<file path="config.mk">
export PLATFORM = sky130hd
export DESIGN_NAME = wb_demux_router
export DESIGN_NICKNAME = d
export VERILOG_FILES = /design/src/rtl/wb_demux_router.sv
export SDC_FILE = /design/constraint.sdc
export NUM_CORES = 1
export LEC_CHECK = 0
export ABC_CLOCK_PERIOD_IN_PS = 2700
export CAP_MARGIN = 20
export CORE_MARGIN = 2
export CORE_UTILIZATION = 47
export CTS_CLUSTER_SIZE = 8
export DETAILED_ROUTE_END_ITERATION = 8
export GPL_TIMING_DRIVEN = 0
export MAX_ROUTING_LAYER = met4
export PLACE_DENSITY = 0.78
export SETUP_SLACK_MARGIN = 0.05
export SLEW_MARGIN = 20
export SYNTH_ARGS = -nofsm -noshare
export SYNTH_HDL_FRONTEND = slang
export SYNTH_SLANG_ARGS = --single-unit
</file>
<file path="constraint.sdc">
create_clock -name clk -period 2.7 [get_ports clk]
set_input_delay 0.405 -clock clk [delete_from_list [all_inputs] [get_ports clk]]
set_output_delay 0.405 -clock clk [all_outputs]
set_load 0.01 [all_outputs]
</file>
<file path="src/rtl/wb_demux_router.sv">
// Write-back demultiplexer: routes a tagged result to one of NDEST sinks
// through a 2-entry in-order skid buffer; reserved selects are dropped and counted.
module wb_demux_router #(
    parameter int DATA_W = 16,
    parameter int NDEST  = 6,
    parameter int CNT_W  = 8
) (
    input  logic              clk,
    input  logic              rst,
    input  logic              in_valid,
    output logic              in_ready,
    input  logic [DATA_W-1:0] in_data,
    input  logic [2:0]        in_sel,
    output logic [NDEST-1:0]  out_valid,
    input  logic [NDEST-1:0]  out_ready,
    output logic [DATA_W-1:0] out_data,
    output logic              drop_pulse,
    output logic [CNT_W-1:0]  drop_count
);

    localparam logic [2:0] NDEST_SEL = 3'(NDEST);

    logic [DATA_W-1:0] data_mem [2];
    logic [2:0]        sel_mem  [2];
    logic              wptr;
    logic              rptr;
    logic [1:0]        count;
    logic [DATA_W-1:0] last_data;
    logic              accept;
    logic              push;
    logic              drop;
    logic              pop;
    logic [2:0]        head_sel;

    // in_ready depends only on the registered fill level, never on out_ready
    assign in_ready = (count != 2'd2);
    assign accept   = in_valid & in_ready;
    assign push     = accept & (in_sel < NDEST_SEL);
    assign drop     = accept & (in_sel >= NDEST_SEL);
    assign head_sel = sel_mem[rptr];

    always_comb begin
        out_valid = '0;
        for (int k = 0; k < NDEST; k++) begin
            out_valid[k] = (count != 2'd0) && (head_sel == 3'(k));
        end
    end

    // Only the ready of the head's own destination can pop it
    assign pop      = |(out_valid & out_ready);
    assign out_data = (count != 2'd0) ? data_mem[rptr] : last_data;

    always_ff @(posedge clk) begin
        if (rst) begin
            count      <= 2'd0;
            wptr       <= 1'b0;
            rptr       <= 1'b0;
            last_data  <= '0;
            drop_pulse <= 1'b0;
            drop_count <= '0;
            for (int i = 0; i < 2; i++) begin
                data_mem[i] <= '0;
                sel_mem[i]  <= 3'd0;
            end
        end else begin
            if (push) begin
                data_mem[wptr] <= in_data;
                sel_mem[wptr]  <= in_sel;
                wptr           <= ~wptr;
            end
            // Remember the delivered value so out_data holds it once empty
            if (pop) begin
                rptr      <= ~rptr;
                last_data <= data_mem[rptr];
            end
            case ({push, pop})
                2'b10:   count <= count + 2'd1;
                2'b01:   count <= count - 2'd1;
                default: count <= count;
            endcase
            drop_pulse <= drop;
            if (drop && (drop_count != {CNT_W{1'b1}})) begin
                drop_count <= drop_count + 1'b1;
            end
        end
    end

endmodule

</file>
==> qor.txt <==
Status - completed
P&R area growth vs syn - 34.74%
Most frequent cells in the layout - 56 x clkdlybuf4s50_1, 38 x and2_1, 38 x edfxtp_1, 35 x a21oi_1, 34 x nor2_1
Drt total wl - 6992 um
Relative slew slack - 0.5654
Crit Path Class - register to register
Die Y - 85.27 um
DR vias/cell - 5.491
Flops & latches, synth - 68
Clock skew - 0.006673 ns
Die width - 85.27 um
Min Tclk post-route - 2.592 ns
Placed wire-length estimate - 4660 um
Design Power - 4.275 mW
Drt pass-1 iters - 4
Yosys warnings - 0
Total negative slack - 0 ns
Hold buffer count at CTS - 0
Routed met2 length - 3383 um
Most common cell after layout, fill and taps aside - clkdlybuf4s50_1
Worst-path clk slew - 0.07 ns
Slew @ Worst Pin - 0.6484 ns
Row cnt - 29
Global Route Usage Sum - 0.2016
Crit-path slowest cell - mux4_2
Initial core utilization - 0.4861
Root Buffer Master - clkbuf_8
Area of the multi-input gates - 0.001308 mm^2
Reg area - 0.001743 mm^2
Max FO, Critical Path - 6
Syn nets - 319
Design area - 0.004183 mm^2
DRT iter0 DRCs - 168
Total I/O pin count - 60
Diodes inserted - 0
Die area - 0.007271 mm^2
# port buffers - 58
Final Max Slew Viols - 0
Crit path required time - 2.97 ns
Largest net degree at the start of global routing - 20
Hold crit path type - input pin to register
Dpl ws - -0.2082 ns
Layout cell share with drive strength beyond 1 - 0.1314
CTS tree - built
Top Layer Used - met4
Register area share after synthesis - 0.5611
TritonCTS Buffers - 9
CTS Buffer Depth - 2
Synth Flop Type - edfxtp_1
Layout fillers - 475
Final Cycle Share - 0.9598
Endpoints failing hold - 0
Yosys top cell area share - 0.3676
Synth top area cells - edfxtp_1 37%, dfxtp_1 19%, and2_1 7.7%
Final #Nets - 398
Crit path DAT - 2.86 ns
Metal3 WL - 493 um
Number of synthesized flops with an enable pin - 38
DR vias - 2471
Lkg Pwr - 1.600 nW
Vias in the first global route - 2355
CTS Sinks - 68
Max stage delay on crit path - 0.52 ns
Global-route wire length before repair - 11050 um
Yosys cell types - 38
Clock Latency Late Sink - 0.33 ns
WL met1 - 2943 um
Final ANT Viol Nets - 0
CP Capture Type - register
DRC violations left - 0
Antenna violations before repair - 0
Final WS setup - 0.1084 ns
H-tree levels - 3
GRT overflow - 0
Cell type with the largest total area after synthesis - edfxtp_1
Async S/R FF share, synth - 0
Setup violations, final - 0
Post-DP Area - 0.003817 mm^2
Syn avg cell area - 10.74 um^2
Floorplan core area - 0.006386 mm^2
RSZ-0062 raised after global routing - yes
F_max - 385.9 MHz
Max-cap violation count - 0
Max rail drop VDD - 714.4 uV
Cell Pwr Density - 1022 mW/mm^2
Routability cong. - 0.8649
Post-DR wirelength/cell - 15.54 um
Post-Syn Area - 0.003104 mm^2
CP Cell Sequence - mux2i_4, mux4_2, nor2b_4, or2_1, buf_6, ha_4, xnor2_1, or3_1, a21oi_2
Gate count after technology mapping - 289
Critical path startpoint category - register
-- path summary, 6_finish.rpt --
path              cells after the start  slack (ns)           from       endpoint
setup / recovery                      9        0.11  sel_mem[0][0]       count[1]
hold / removal                        2        0.49            rst       count[1]
setup reg to reg                      9        0.11  sel_mem[0][0]       count[1]
hold reg to reg                       2        0.51  drop_count[7]  drop_count[7]
-- through the flow --
stage          hold slack (ns)  cells  utilization
2_1_floorplan           0.4668    289            -
3_3_place_gp            0.4785    424       0.5940
3_5_place_dp            0.4922    425       0.5978
4_1_cts                 0.4811    441       0.6401
5_1_grt                 0.5379    450       0.6550
6_report                0.4915    450       0.6550
-- worst max-delay path: cells and delay by family, from the launching register on --
family | cells | cell delay (ns)
and+or+nand+nor | 3 | 0.78
muxes | 2 | 0.71
DFF | 1 | 0.48
adders and majority gates | 1 | 0.15
buffers and inverters | 1 | 0.14
xor gates and xnor gates | 1 | 0.13
AOI/OAI and AO/OA | 1 | 0.13
-- cell usage after synthesis (all sizes together), types with 3 or more instances --
| cell type | n |
|---|---|
| a21oi | 37 |
| and2 | 38 |
| buf | 5 |
| clkbuf | 13 |
| dfxtp | 30 |
| edfxtp | 38 |
| inv | 4 |
| mux2i | 19 |
| nand2 | 4 |
| nand3 | 4 |
| nor2 | 34 |
| nor3 | 5 |
| nor3b | 3 |
| o21ai | 5 |
| o31ai | 16 |
| or2 | 3 |
| xnor2 | 5 |
| xor2 | 3 |
-- where the power goes --
| group | switching, mW | internal [mW] |
|---|---|---|
| Combinational | 0.931 | 0.912 |
| Clock | 0.382 | 0.639 |
| Sequential | 0.103 | 1.31 |
-- flip-flops by register name (all words and copies together) (netlist names), named ones only --
| name | cells |
|---|---|
| drop_count | 8 |
| wptr | 1 |
| last_data | 16 |
| sel_mem | 6 |
| drop_pulse | 1 |
| rptr | 1 |
| data_mem | 32 |
| count | 2 |
-- metal layers --
layer / GRT usage / vias to the layer above
li1: - / 1195
met1: 0.2442 / 1161
met2: 0.3153 / 100
met3: 0.04086 / 15
met4: 0.1111 / 0
met5: - / -
-- timing repair --
| action | 4_1_cts | 5_1_grt |
|---|---|---|
| endpoints found under the setup margin | 18 | 24 |
| hold endpoints to repair | 0 | 0 |
| buffers inserted | 2 | 10 |
| pin swaps | 1 | 4 |
| resized for setup | 9 | 8 |
| cloned | 0 | 0 |
-- kinds of logic after synthesis --
logic type	after synthesis	synth area share
compound gates	64	0.1225
xor+xnor	8	0.02257
fa+ha+maj	2	0.008060
buf+inv	23	0.03748
flops	68	0.5611
mux	21	0.07215
simple gates	103	0.1761
-- final cells by class --
cell class / count / share of cell area
plain buffers: 15 / 0.01855
clock buffers: 10 / 0.03290
clock inverters: 6 / 0.02662
inverters: 5 / 0.004487
multi-input cells: 198 / 0.3126
flip-flops and latches: 68 / 0.4167
well taps: 77 / 0.02303
repair buffers: 71 / 0.1651
Power figures use the tool's default switching activity.
